--- src/rtl/pacman_pkg.sv ---
// Shared types and constants for the pacman ioctl download loader.
package pacman_pkg;

  // Loader FSM states
  typedef enum logic [2:0] {
    IDLE = 3'd0,
    ROM  = 3'd1,
    MOD  = 3'd2,
    DIP  = 3'd3,
    SKIP = 3'd4,
    HOLD = 3'd5
  } loader_state_t;

  // hps_io download target indices
  localparam logic [7:0] ROM_IDX     = 8'd0;
  localparam logic [7:0] MOD_IDX_DEF = 8'd1;
  localparam logic [7:0] DIP_IDX_DEF = 8'd254;

  localparam int unsigned IOCTL_ADDR_W = 25;
  localparam int unsigned SW_BYTES     = 8;

  // True when a byte address fits in a window of 2**width bytes
  function automatic logic addr_fits(input logic [IOCTL_ADDR_W-1:0] addr,
                                     input int unsigned width);
    logic [IOCTL_ADDR_W-1:0] upper;
    upper = '0;
    if (width >= IOCTL_ADDR_W) begin
      return 1'b1;
    end
    upper = addr >> width;
    return (upper == '0);
  endfunction

endpackage

--- src/rtl/pacman_rom_loader_reset_stretcher.sv ---
// Load/count-down counter: busy while the count is non-zero. Reset loads
// the full count so the same counter also provides the post-reset hold.
module reset_stretcher #(
  parameter int unsigned COUNT = 32
) (
  input  logic clk_sys,
  input  logic reset,
  input  logic load,
  input  logic clear,
  output logic busy,
  output logic last
);

  localparam int unsigned CW = $clog2(COUNT + 1);

  logic [CW-1:0] count_reg;
  logic [CW-1:0] count_next;

  // Next count: load wins over clear, otherwise decrement towards zero
  always_comb begin
    count_next = count_reg;
    if (load) begin
      count_next = CW'(COUNT);
    end else if (clear) begin
      count_next = '0;
    end else if (count_reg != '0) begin
      count_next = count_reg - CW'(1);
    end
  end

  // Counter register, full count out of reset
  always_ff @(posedge clk_sys) begin
    if (reset) begin
      count_reg <= CW'(COUNT);
    end else begin
      count_reg <= count_next;
    end
  end

  assign busy = (count_reg != '0);
  // Final busy cycle; the owner uses it to leave its hold state in step
  assign last = (count_reg == CW'(1));

endmodule

--- src/rtl/pacman_rom_loader.sv ---
// Steers the hps_io ioctl download stream: ROM bytes to the core's dn_* port,
// the variant byte to mod_id, switch bytes to sw, and keeps the core in reset
// while the ROM loads and for RST_HOLD cycles afterwards.
module pacman_rom_loader
  import pacman_pkg::*;
#(
  parameter int unsigned ADDR_W   = 16,
  parameter int unsigned RST_HOLD = 32,
  parameter logic [7:0]  MOD_IDX  = MOD_IDX_DEF,
  parameter logic [7:0]  DIP_IDX  = DIP_IDX_DEF
) (
  input  logic                    clk_sys,
  input  logic                    reset,
  input  logic                    ioctl_download,
  input  logic [7:0]              ioctl_index,
  input  logic                    ioctl_wr,
  input  logic [IOCTL_ADDR_W-1:0] ioctl_addr,
  input  logic [7:0]              ioctl_dout,
  output logic [ADDR_W-1:0]       dn_addr,
  output logic [7:0]              dn_data,
  output logic                    dn_wr,
  output logic [7:0]              mod_id,
  output logic [63:0]             sw,
  output logic                    core_reset,
  output logic                    rom_loaded,
  output logic                    addr_overflow
);

  loader_state_t state_reg;
  loader_state_t state_next;

  logic              dl_prev_reg;
  logic              post_reset_reg;
  logic              any_byte_reg;
  logic              rom_loaded_reg;
  logic              overflow_reg;
  logic              dn_wr_reg;
  logic [ADDR_W-1:0] dn_addr_reg;
  logic [7:0]        dn_data_reg;
  logic [7:0]        mod_id_reg;

  logic dl_rise;
  logic in_range;
  logic rom_accept;
  logic rom_drop;
  logic rom_done;
  logic mod_wr;
  logic dip_wr;
  logic rom_start;
  logic hold_load;
  logic hold_clear;
  logic hold_busy;
  logic hold_last;

  assign dl_rise  = ioctl_download & ~dl_prev_reg;
  assign in_range = addr_fits(ioctl_addr, ADDR_W);

  // Byte handling depends only on the state, not on the download level, so a
  // strobe coinciding with the falling edge is still taken.
  assign rom_accept = (state_reg == ROM) && ioctl_wr && in_range;
  assign rom_drop   = (state_reg == ROM) && ioctl_wr && !in_range;
  assign rom_done   = (state_reg == ROM) && !ioctl_download;
  assign mod_wr     = (state_reg == MOD) && ioctl_wr && (ioctl_addr == '0);
  assign dip_wr     = (state_reg == DIP) && ioctl_wr && (ioctl_addr[IOCTL_ADDR_W-1:3] == '0);

  // Next-state logic; the index is only looked at on the download rising edge
  always_comb begin
    state_next = state_reg;
    rom_start  = 1'b0;
    hold_load  = 1'b0;
    hold_clear = 1'b0;
    case (state_reg)
      IDLE, HOLD: begin
        if (dl_rise) begin
          // Leaving HOLD early drops the remaining hold time
          hold_clear = (state_reg == HOLD);
          if (post_reset_reg) begin
            // Edge seen right after reset is a download already in flight
            state_next = SKIP;
          end else if (ioctl_index == ROM_IDX) begin
            state_next = ROM;
            rom_start  = 1'b1;
          end else if (ioctl_index == MOD_IDX) begin
            state_next = MOD;
          end else if (ioctl_index == DIP_IDX) begin
            state_next = DIP;
          end else begin
            state_next = SKIP;
          end
        end else if ((state_reg == HOLD) && hold_last) begin
          state_next = IDLE;
        end
      end
      ROM: begin
        if (!ioctl_download) begin
          state_next = HOLD;
          hold_load  = 1'b1;
        end
      end
      MOD, DIP, SKIP: begin
        if (!ioctl_download) begin
          state_next = IDLE;
        end
      end
      default: state_next = IDLE;
    endcase
  end

  // FSM state, download edge detector and post-reset marker
  always_ff @(posedge clk_sys) begin
    if (reset) begin
      state_reg      <= IDLE;
      dl_prev_reg    <= 1'b0;
      post_reset_reg <= 1'b1;
    end else begin
      state_reg      <= state_next;
      dl_prev_reg    <= ioctl_download;
      post_reset_reg <= 1'b0;
    end
  end

  // ROM write port towards the core: one-cycle strobe, address/data hold
  always_ff @(posedge clk_sys) begin
    if (reset) begin
      dn_wr_reg   <= 1'b0;
      dn_addr_reg <= '0;
      dn_data_reg <= '0;
    end else begin
      dn_wr_reg <= rom_accept;
      if (rom_accept) begin
        dn_addr_reg <= ioctl_addr[ADDR_W-1:0];
        dn_data_reg <= ioctl_dout;
      end
    end
  end

  // Sticky status: bytes accepted this download, ROM loaded, address overflow
  always_ff @(posedge clk_sys) begin
    if (reset) begin
      any_byte_reg   <= 1'b0;
      rom_loaded_reg <= 1'b0;
      overflow_reg   <= 1'b0;
    end else begin
      if (rom_start) begin
        any_byte_reg <= 1'b0;
      end else if (rom_accept) begin
        any_byte_reg <= 1'b1;
      end
      if (rom_start) begin
        rom_loaded_reg <= 1'b0;
      end else if (rom_done && (any_byte_reg || rom_accept)) begin
        rom_loaded_reg <= 1'b1;
      end
      if (rom_drop) begin
        overflow_reg <= 1'b1;
      end
    end
  end

  // Game variant byte
  always_ff @(posedge clk_sys) begin
    if (reset) begin
      mod_id_reg <= '0;
    end else if (mod_wr) begin
      mod_id_reg <= ioctl_dout;
    end
  end

  // One register per switch byte, selected by the low address bits
  for (genvar gi = 0; gi < SW_BYTES; gi++) begin : g_sw
    logic [7:0] byte_reg;

    // Switch byte gi, all ones out of reset
    always_ff @(posedge clk_sys) begin
      if (reset) begin
        byte_reg <= 8'hFF;
      end else if (dip_wr && (ioctl_addr[2:0] == 3'(gi))) begin
        byte_reg <= ioctl_dout;
      end
    end

    assign sw[8*gi +: 8] = byte_reg;
  end

  // Shared counter: post-reset hold, then reloaded on every ROM->HOLD entry
  reset_stretcher #(
    .COUNT (RST_HOLD)
  ) u_hold (
    .clk_sys (clk_sys),
    .reset   (reset),
    .load    (hold_load),
    .clear   (hold_clear),
    .busy    (hold_busy),
    .last    (hold_last)
  );

  assign core_reset    = (state_reg == ROM) || (state_reg == HOLD) || hold_busy;
  assign dn_wr         = dn_wr_reg;
  assign dn_addr       = dn_addr_reg;
  assign dn_data       = dn_data_reg;
  assign mod_id        = mod_id_reg;
  assign rom_loaded    = rom_loaded_reg;
  assign addr_overflow = overflow_reg;

endmodule

--- config.mk ---
export PLATFORM = sky130hd
export DESIGN_NAME = pacman_rom_loader
export DESIGN_NICKNAME = d
export VERILOG_FILES = /design/src/rtl/pacman_pkg.sv /design/src/rtl/pacman_rom_loader_reset_stretcher.sv /design/src/rtl/pacman_rom_loader.sv
export SDC_FILE = /design/constraint.sdc
export NUM_CORES = 1
export LEC_CHECK = 0
export ABC_CLOCK_PERIOD_IN_PS = 2400
export BUFFER_PORTS_ARGS = -buffer_cell sky130_fd_sc_hd__buf_2
export CAP_MARGIN = 20
export CORE_ASPECT_RATIO = 1.4
export CORE_UTILIZATION = 51
export DETAILED_ROUTE_END_ITERATION = 16
export GPL_ROUTABILITY_DRIVEN = 0
export PLACE_DENSITY = 0.79
export SYNTH_ARGS = -nofsm -noshare
export SYNTH_HDL_FRONTEND = slang
export SYNTH_HIERARCHICAL = 1
export SYNTH_SLANG_ARGS = --single-unit
export TNS_END_PERCENT = 20
--- constraint.sdc ---
create_clock -name clk_sys -period 2.4 [get_ports clk_sys]
set_clock_uncertainty 0.15 [all_clocks]
set_input_delay 0.48 -clock clk_sys [delete_from_list [all_inputs] [get_ports clk_sys]]
set_output_delay 0.48 -clock clk_sys [all_outputs]
set_load 0.01 [all_outputs]
* After elaboration in Yosys (flattened, before gate mapping)
Cells that the tools add are included.
Word-level totals: register bits 111, latch bits 0, RAM bits 0, memory bits (read-only) 0, input bits 45, output and inout bits 100, memories 0
Cells by class: add/subtract/negate cells 1, $mul 0, div/mod/pow operators 0, order comparisons 0, equality and inequality tests 18, shifts and indexed selects 0, mux-type cells 20, bitwise gates (word level) 2, reductions and logical operators 37
Operator list (count):
- zero test 25 bit | 2
- two-way mux 3 bit | 8
- zero test 22 bit | 1
- == test 3 bit, second input constant | 6
- logical AND 1 bit | 18
- == test 3 x 2 -> 1 bit, second input constant | 4
- two-way mux 6 bit | 2
- two-way mux 1 bit | 9
- one-hot mux 3 bit (3 select lines) | 1
- == test 8 x 1 -> 1 bit, second input constant | 1
- == test 8 bit, second input constant | 1
- zero test 8 bit | 1
- == test 3 x 1 -> 1 bit, second input constant | 2
- == test 6 x 1 -> 1 bit, second input constant | 1
- zero test 3 bit | 2
- nonzero test 6 bit | 1
- OR reduction 2 bit | 3
- OR reduction 3 bit | 2
- subtractor 6 x 1 -> 6 bit, second input constant | 1
- != test 2 bit, second input constant | 2
- logical OR 1 bit | 3
- != test 3 bit, second input constant | 1
- AND reduction 3 bit | 1
- zero test 1 bit | 2
- other kinds (3) | 3

* Longest topological paths before layout
Gate-level depths: netlist of the first run.
depth in word-level cells 7, depth in mapped cells 7, gate-level depth less buffers 6

* By module
The synthesis of the first run kept the hierarchy.
Modules (own cells, without submodules):
- pacman_rom_loader | instances 1, cells each 424, area each 4360.4 µm², seq. area each 2102.0 µm²
- reset_stretcher | instances 1, cells each 38, area each 355.3 µm², seq. area each 120.1 µm²

* Worst setup path after synthesis of the first run
Ideal clock, no wire load.
path kind input port to flip-flop, start point in ioctl_addr[19], end point reg dn_addr_reg[10] (netlist: dn_addr[10]), arrival 1.892 ns, setup slack 0.231 ns, stages on the path 6, buffers on the path 2, cell sequence or4_4 nor4b_2 buf_4 buf_8 mux2i_1 nor2_1
Between the ends: word-level cells in the longest chain between the ends 2
Ends and longest elaborated chain:
- start, declared | RTL line pacman_rom_loader.sv:17 | input logic [IOCTL_ADDR_W-1:0] ioctl_addr,
- zero test 25 bit | RTL line pacman_pkg.sv:31 | return (upper == '0);
- logical AND 1 bit | RTL line pacman_rom_loader.sv:60 | assign rom_accept = (state_reg == ROM) && ioctl_wr && in_range;
- end signal, assigned | RTL line pacman_rom_loader.sv:131 | dn_addr_reg <= ioctl_addr[ADDR_W-1:0];
- end, declared | RTL line pacman_rom_loader.sv:38 | logic [ADDR_W-1:0] dn_addr_reg;
Every way passes these cells. A chain may end at the register's enable or synchronous reset.

* Worst setup path after layout of the first run
start point reg u_hold.count_reg[3], end point out core_reset
Between the ends: word-level cells in the longest chain between the ends 2
Ends and longest elaborated chain:
- start, declared | RTL line pacman_rom_loader_reset_stretcher.sv:16 | logic [CW-1:0] count_reg;
- start signal, assigned | RTL line pacman_rom_loader_reset_stretcher.sv:34 | count_reg <= CW'(COUNT);
- start signal, assigned | RTL line pacman_rom_loader_reset_stretcher.sv:36 | count_reg <= count_next;
- nonzero test 6 bit | RTL line pacman_rom_loader_reset_stretcher.sv:40 | assign busy = (count_reg != '0);
- net hold_busy | RTL line pacman_rom_loader.sv:52 | logic hold_busy;
- logical OR 1 bit | RTL line pacman_rom_loader.sv:197 | assign core_reset = (state_reg == ROM) || (state_reg == HOLD) || hold_busy;
- end, declared | RTL line pacman_rom_loader.sv:24 | output logic core_reset,
The timed path passes the listed nets, and every way through them passes these cells.

==> summary.md, run 1 <==
| Metric | Value |
|---|---|
| Skew-Pair Late Insertion Delay | 0.34 ns |
| CTS root buf | clkbuf_16 |
| Core Region | 8980 um2 |
| Top post-synthesis cells by area | dfxtp_1 (47%), mux2i_1 (19%), nor2_1 (8.6%), nor4_4 (2.7%), nand4_1 (1.3%) |
| Max Slew Vio Count | 0 |
| Number of synthesized register bits | 111 |
| Critical path's largest stage delay | 0.36 ns |
| Relative slew margins | 42.4% |
| Number of DRC markers in iteration 0 | 216 |
| Hold WS | 0.239 ns |
| Total grt overflow | 0 |
| Post-DP HPWL | 8770 um |
| Crit share post-route | 96.4% |
| Fmax achieved | 432 MHz |
| Drt pass-1 iters | 4 |
| Worst setup path category | flip-flop to output port |
| All-Layer GR Usage | 25.1% |
| IO buf count | 144 |
| WP data required | 1.77 ns |
| Synth Flop Type | dfxtp_1 |
| Hold_sp | ioctl_addr[5] |
| H-tree depth | 3 |
| Final WL | 11900 um |
| Synth top area share | 47.1% |
| Post-synth EDFFs | 0 |
| Global-route wire length before repair | 18800 um |
| Hold Fails Final Rpt | 0 |
| Max FFs per register | 64 |
| Sequential area share after synthesis | 47.1% |
| Final Power | 3.96 mW |
| Final instance area | 5840 um2 |
| Slowest CP cell | dfxtp_1 |
| Largest net degree at the start of global routing | 57 |
| Min-Delay Path Class | input pin to flip-flop |
| Share of layout cells above drive strength 1 | 31.9% |
| Final Net Count | 653 |
| CP Launch Point | u_hold/count_reg[3] |
| Post-Synthesis Cells | 462 |
| RR Startpoint | state_reg[1] |
| Distinct cell type count after synthesis | 56 |
| Post-Syn Area | 4720 um2 |
| Worst-margin pin slew | 0.861 ns |
| Clk slew on worst S/H paths | 0.07 ns |
| Commonest non-fill, non-tap cell in the layout | buf_2 |
| Final number of setup-violating endpoints | 0 |
| Placed insts | 700 |
| Height of the die | 116 um |
| RSZ-0062 raised after global routing | false |
| Site Rows | 41 |
| Vias in the first global route | 3692 |
| Synthesized Nets | 510 |
| Arrival time worst endpoint | 1.68 ns |
| Die Footprint | 9640 um2 |
| Final core utilization | 65.1% |
| CTS Hold Bufs | 0 |
| Critical path's top delay family | simple AND/OR/NAND/NOR gates |
| CP startpoint kind | flip-flop |
| CTS tree | built |
| Max-cap viol count | 0 |
| Most frequent cells in the layout | buf_2 (143), dfxtp_1 (111), nor2_1 (108), mux2i_1 (88), a21oi_1 (12) |
| Wirelength per Cell | 16.6 um |
| Longest Clk Path Bufs | 2 |
| Static leakage | 2.70 nW |
| Post-Layout Cell Count | 717 |
| Setup TNS Final | 0 ns |
| Post-route ant nets | 0 |
| Buf+Inv Stages, Crit Path | 2 |
| Crit Path Max Fanout | 5 |
| Clk sinks | 111 |
| Pwr Density | 678 nW/um2 |
| Post-synth top area cell | dfxtp_1 |
| Post-synth ARST share | 0% |
| Dpl ws | -0.121 ns |
| Vias per cell | 5.50 |
| Remaining DRCs | 0 |
| Die Width | 83.3 um |
| Status | complete, no violations |
| Initial antenna violation count | 3 |
| Synth warnings | 6 |
| Final min period | 2.31 ns |
| I/O pin cnt | 145 |
| Area grow syn2layout | 23.9% |
| CP endpoint kind | output port |
| Critical path cell sequence | nor4_4, and2_2, inv_1, a21o_1, buf_2 |
| Peak supply drop | 546 uV |
| Post-DP Area | 5550 um2 |
| Fill count | 728 |
| Num CTS Buffers | 9 |
| Vias after detailed routing | 3941 |
| Initial Utilization | 52.5% |
| Mapped Avg Cell Area | 10.2 um2 |
| Worst setup margin | 0.0853 ns |
worst register-to-register path: cells and delay by family, from the launching register on:
kind / cells / cell delay, ns
DFF: 1 / 0.51
muxes: 1 / 0.21
and+or+nand+nor: 3 / 0.86
buffers and inverters: 1 / 0.22
cells in the mapped netlist (2+ instances only):
library cell    n
a21o_1          2
a21oi_1        12
a221oi_1        2
and2_1          2
and3_1          4
and4_1          2
buf_2           5
buf_4           2
clkbuf_1       13
dfxtp_1       111
ha_1            3
inv_1           9
mux2i_1        88
nand2_1         4
nand2b_1        3
nand3_2         5
nand3_4         3
nand4_1        10
nand4b_1        2
nor2_1        108
nor2b_1         2
nor3_1          5
nor3_2          2
nor3b_1         2
nor4_1          5
nor4_4          6
nor4b_1         2
nor4b_4         2
nor4bb_1        2
o21ai_0         4
o21ai_1         9
o2bb2ai_1       2
or4_1           2
or4_4           2
xnor2_1         4
worst paths after layout:
kind	endpoint	slack [ns]	cells after the start
setup / recovery	core_reset	0.09	5
hold / removal	dn_addr[5]	0.24	3
setup reg to reg	g_sw[3].byte_reg[5]	0.30	5
hold reg to reg	rom_loaded	0.31	2
routing by layer:
layer | up-vias | global-route usage, % | wire (um)
met2 | 139 | 43.2 | 5870
met1 | 1876 | 30.3 | 4940
met3 | 23 | 5.41 | 819
li1 | 1901 | - | -
met4 | 2 | 11.1 | 268
met5 | - | 0 | 11
power by group:
| part | switching, mW | leakage (nW) | internal (mW) |
|---|---|---|---|
| logic | 0.310 | 1.67 | 0.237 |
| registers | 0.0792 | 0.899 | 1.90 |
| clock network | 0.630 | 0.129 | 0.805 |
cell type report:
type	count	area, um2	area share [%]
inverter	9	33.8	0.578
timing repair buffer	156	838	14.3
clock buffer	12	236	4.05
multi-input combinational	318	2330	39.9
antenna	1	2.50	0.0428
sequential	111	2220	38.0
tap	107	134	2.29
clock inverter	3	45.0	0.771
repair_timing:
item	CTS	global route
setup buffers	0	1
endpoints found under the setup margin	0	1
gates resized for setup	0	0
logic make-up after synthesis:
logic type | after synthesis | synth area share, %
AOI/OAI and AO/OA | 38 | 4.96
adders and majority gates | 3 | 0.796
buffers and inverters | 33 | 3.66
muxes | 88 | 18.7
and+or+nand+nor | 185 | 24.0
xor gates and xnor gates | 4 | 0.743
DFF | 111 | 47.1
Power figures use the tool's default switching activity.
==> run 2, diff against run 1 <==
--- a/config.mk
+++ b/config.mk
@@ -8,8 +8,10 @@
 export ABC_CLOCK_PERIOD_IN_PS = 2400
 export BUFFER_PORTS_ARGS = -buffer_cell sky130_fd_sc_hd__buf_2
 export CAP_MARGIN = 20
+export CELL_PAD_IN_SITES_DETAIL_PLACEMENT = 2
+export CELL_PAD_IN_SITES_GLOBAL_PLACEMENT = 2
 export CORE_ASPECT_RATIO = 1.4
-export CORE_UTILIZATION = 51
+export CORE_UTILIZATION = 31
 export DETAILED_ROUTE_END_ITERATION = 16
 export GPL_ROUTABILITY_DRIVEN = 0
 export PLACE_DENSITY = 0.79
==> run 2 against run 1 <==
  * The run now ends with design-rule violations left
  * Largest cell class unchanged
  * First-iteration DRC count is 53% lower
  * Maximum frequency grew 1.5%
  * Clock power rose by 12%
  * Combinational power increased by 0.7%
==> summary.md, run 2 (synthesized netlist as in run 1, its figures left out) <==
| Metric | Value |
|---|---|
| Status | finished with violations |
| Failing checks | design-rule violations |
| Post-DP HPWL | 11500 um |
| Arrival time worst endpoint | 1.65 ns |
| Max-cap viol count | 0 |
| CP Launch Point | u_hold/count_reg[1] |
| Drt pass-1 iters | 10 |
| Worst setup path category | flip-flop to output port |
| Min-Delay Path Class | input pin to flip-flop |
| Post-route ant nets | 0 |
| Pwr Density | 690 nW/um2 |
| RSZ-0062 raised after global routing | false |
| Relative slew margins | 23.9% |
| Final min period | 2.28 ns |
| Crit share post-route | 95.0% |
| Worst r2r path cells | 5 |
| Height of the die | 148 um |
| Hold_sp | ioctl_addr[8] |
| Core Region | 14900 um2 |
| I/O pin cnt | 145 |
| Final number of setup-violating endpoints | 0 |
| CTS Hold Bufs | 0 |
| Critical Path End | core_reset |
| Total grt overflow | 0 |
| Number of DRC markers in iteration 0 | 102 |
| Ant. Diodes | 0 |
| Num CTS Buffers | 9 |
| All-Layer GR Usage | 20.1% |
| Final Net Count | 657 |
| R2R Setup Slk | 0.22 ns |
| Most frequent cells in the layout | buf_2 (143), dfxtp_1 (111), nor2_1 (108), mux2i_1 (88), buf_4 (15) |
| Static leakage | 2.74 nW |
| Worst-margin pin slew | 1.14 ns |
| Area grow syn2layout | 27.6% |
| WP data required | 1.77 ns |
| H-tree depth | 3 |
| Initial antenna violation count | 0 |
| Peak supply drop | 316 uV |
| Max FFs per register | 64 |
| Die Width | 106 um |
| Commonest non-fill, non-tap cell in the layout | buf_2 |
| Vias per cell | 4.94 |
| Fill count | 1646 |
| Skew-Pair Late Insertion Delay | 0.35 ns |
| Setup TNS Final | 0 ns |
| RR Startpoint | state_reg[1] |
| CP endpoint kind | output port |
| IO buf count | 144 |
| Largest net degree at the start of global routing | 34 |
| Fmax achieved | 439 MHz |
| Global-route wire length before repair | 24300 um |
| Final WL | 15300 um |
| Vias after detailed routing | 3984 |
| Hold Fails Final Rpt | 0 |
| Remaining DRCs | 2 |
| Max Slew Vio Count | 0 |
| CTS root buf | clkbuf_16 |
| Share of layout cells above drive strength 1 | 33.1% |
| R2R Path End | g_sw[3].byte_reg[6] |
| Clk sinks | 111 |
| Crit Path Max Fanout | 5 |
| Final core utilization | 40.3% |
| Wirelength per Cell | 19.0 um |
| CTS tree | built |
| Vias in the first global route | 4452 |
| Site Rows | 53 |
| Clk slew on worst S/H paths | 0.08 ns |
| Die Footprint | 15700 um2 |
| CP startpoint kind | flip-flop |
| Longest Clk Path Bufs | 2 |
| Initial Utilization | 31.6% |
[run 2: changes by cell type in the layout (fill, tap and decap cells not counted)]
cell	delta
buf_4	+4
clkbuf_1	-3
clkinv_4	+2
clkinvlp_4	-2
inv_8	+2
clkinv_8	+1
diode_2	-1
ha_1	-1
ha_2	+1
inv_6	+1
[run 2: critical path: stages (launching register included)]
cell     delay [ns]
dfxtp_1        0.35
inv_1          0.15
ha_2           0.24
and2_2         0.22
inv_1          0.05
a21o_1         0.16
buf_2          0.14
[run 2: what timing repair did]
action,in CTS,in global routing
buffers inserted,0,1
gates resized for setup,0,1
setup endpoints to repair,0,1
[run 2: how the worst min path moves through the flow]
| stage | cells after the start | to | slack, ns |
|---|---|---|---|
| final | 3 | dn_addr[8] | 0.24 |
| after CTS | 3 | dn_addr[7] | 0.24 |
| after global routing | 3 | dn_addr[7] | 0.25 |
| after floorplan | 2 | any_byte_reg | 0.29 |
| after global placement | 2 | rom_loaded | 0.29 |
| after detailed placement | 2 | rom_loaded | 0.31 |
[run 2: layer usage]
layer / vias to the layer above / global-route usage (%) / routed length (um) / part of all wire [%]
met5: - / 0 / 0 / 0
met4: 0 / 8.40 / 480 / 3.1
met3: 26 / 3.04 / 462 / 3.0
met2: 100 / 37.5 / 8340 / 54
met1: 1955 / 22.4 / 6030 / 39
li1: 1903 / - / - / -
[run 2: per-stage QoR]
stage	power [mW]	std cells	setup WS (ns)	hold WS, ns	instance area, um2
after floorplan	2.38	462	0.231	0.291	4720
after global placement	2.54	789	-0.110	0.286	5690
after detailed placement	2.58	789	-0.186	0.309	5690
after CTS	4.18	805	0.0167	0.237	6010
after global routing	4.32	806	0.0310	0.252	6020
final	4.15	806	0.121	0.241	6020
[run 2: power by group]
part	total (mW)	switching, mW	internal (mW)
Clock	1.60	0.758	0.842
Sequential	2.00	0.0983	1.90
Combinational	0.551	0.315	0.236
Total	4.15	1.17	2.98
[run 2: final cells by class]
class                           instances  area, um2  share of cell area [%]
Multi-Input combinational cell        318       2330                    38.8
Sequential cell                       111       2220                    36.9
Timing Repair Buffer                  160        868                    14.4
Tap cell                              192        240                    3.99
Clock buffer                            9        225                    3.74
Clock inverter                          7       95.1                    1.58
Inverter                                9       33.8                   0.561
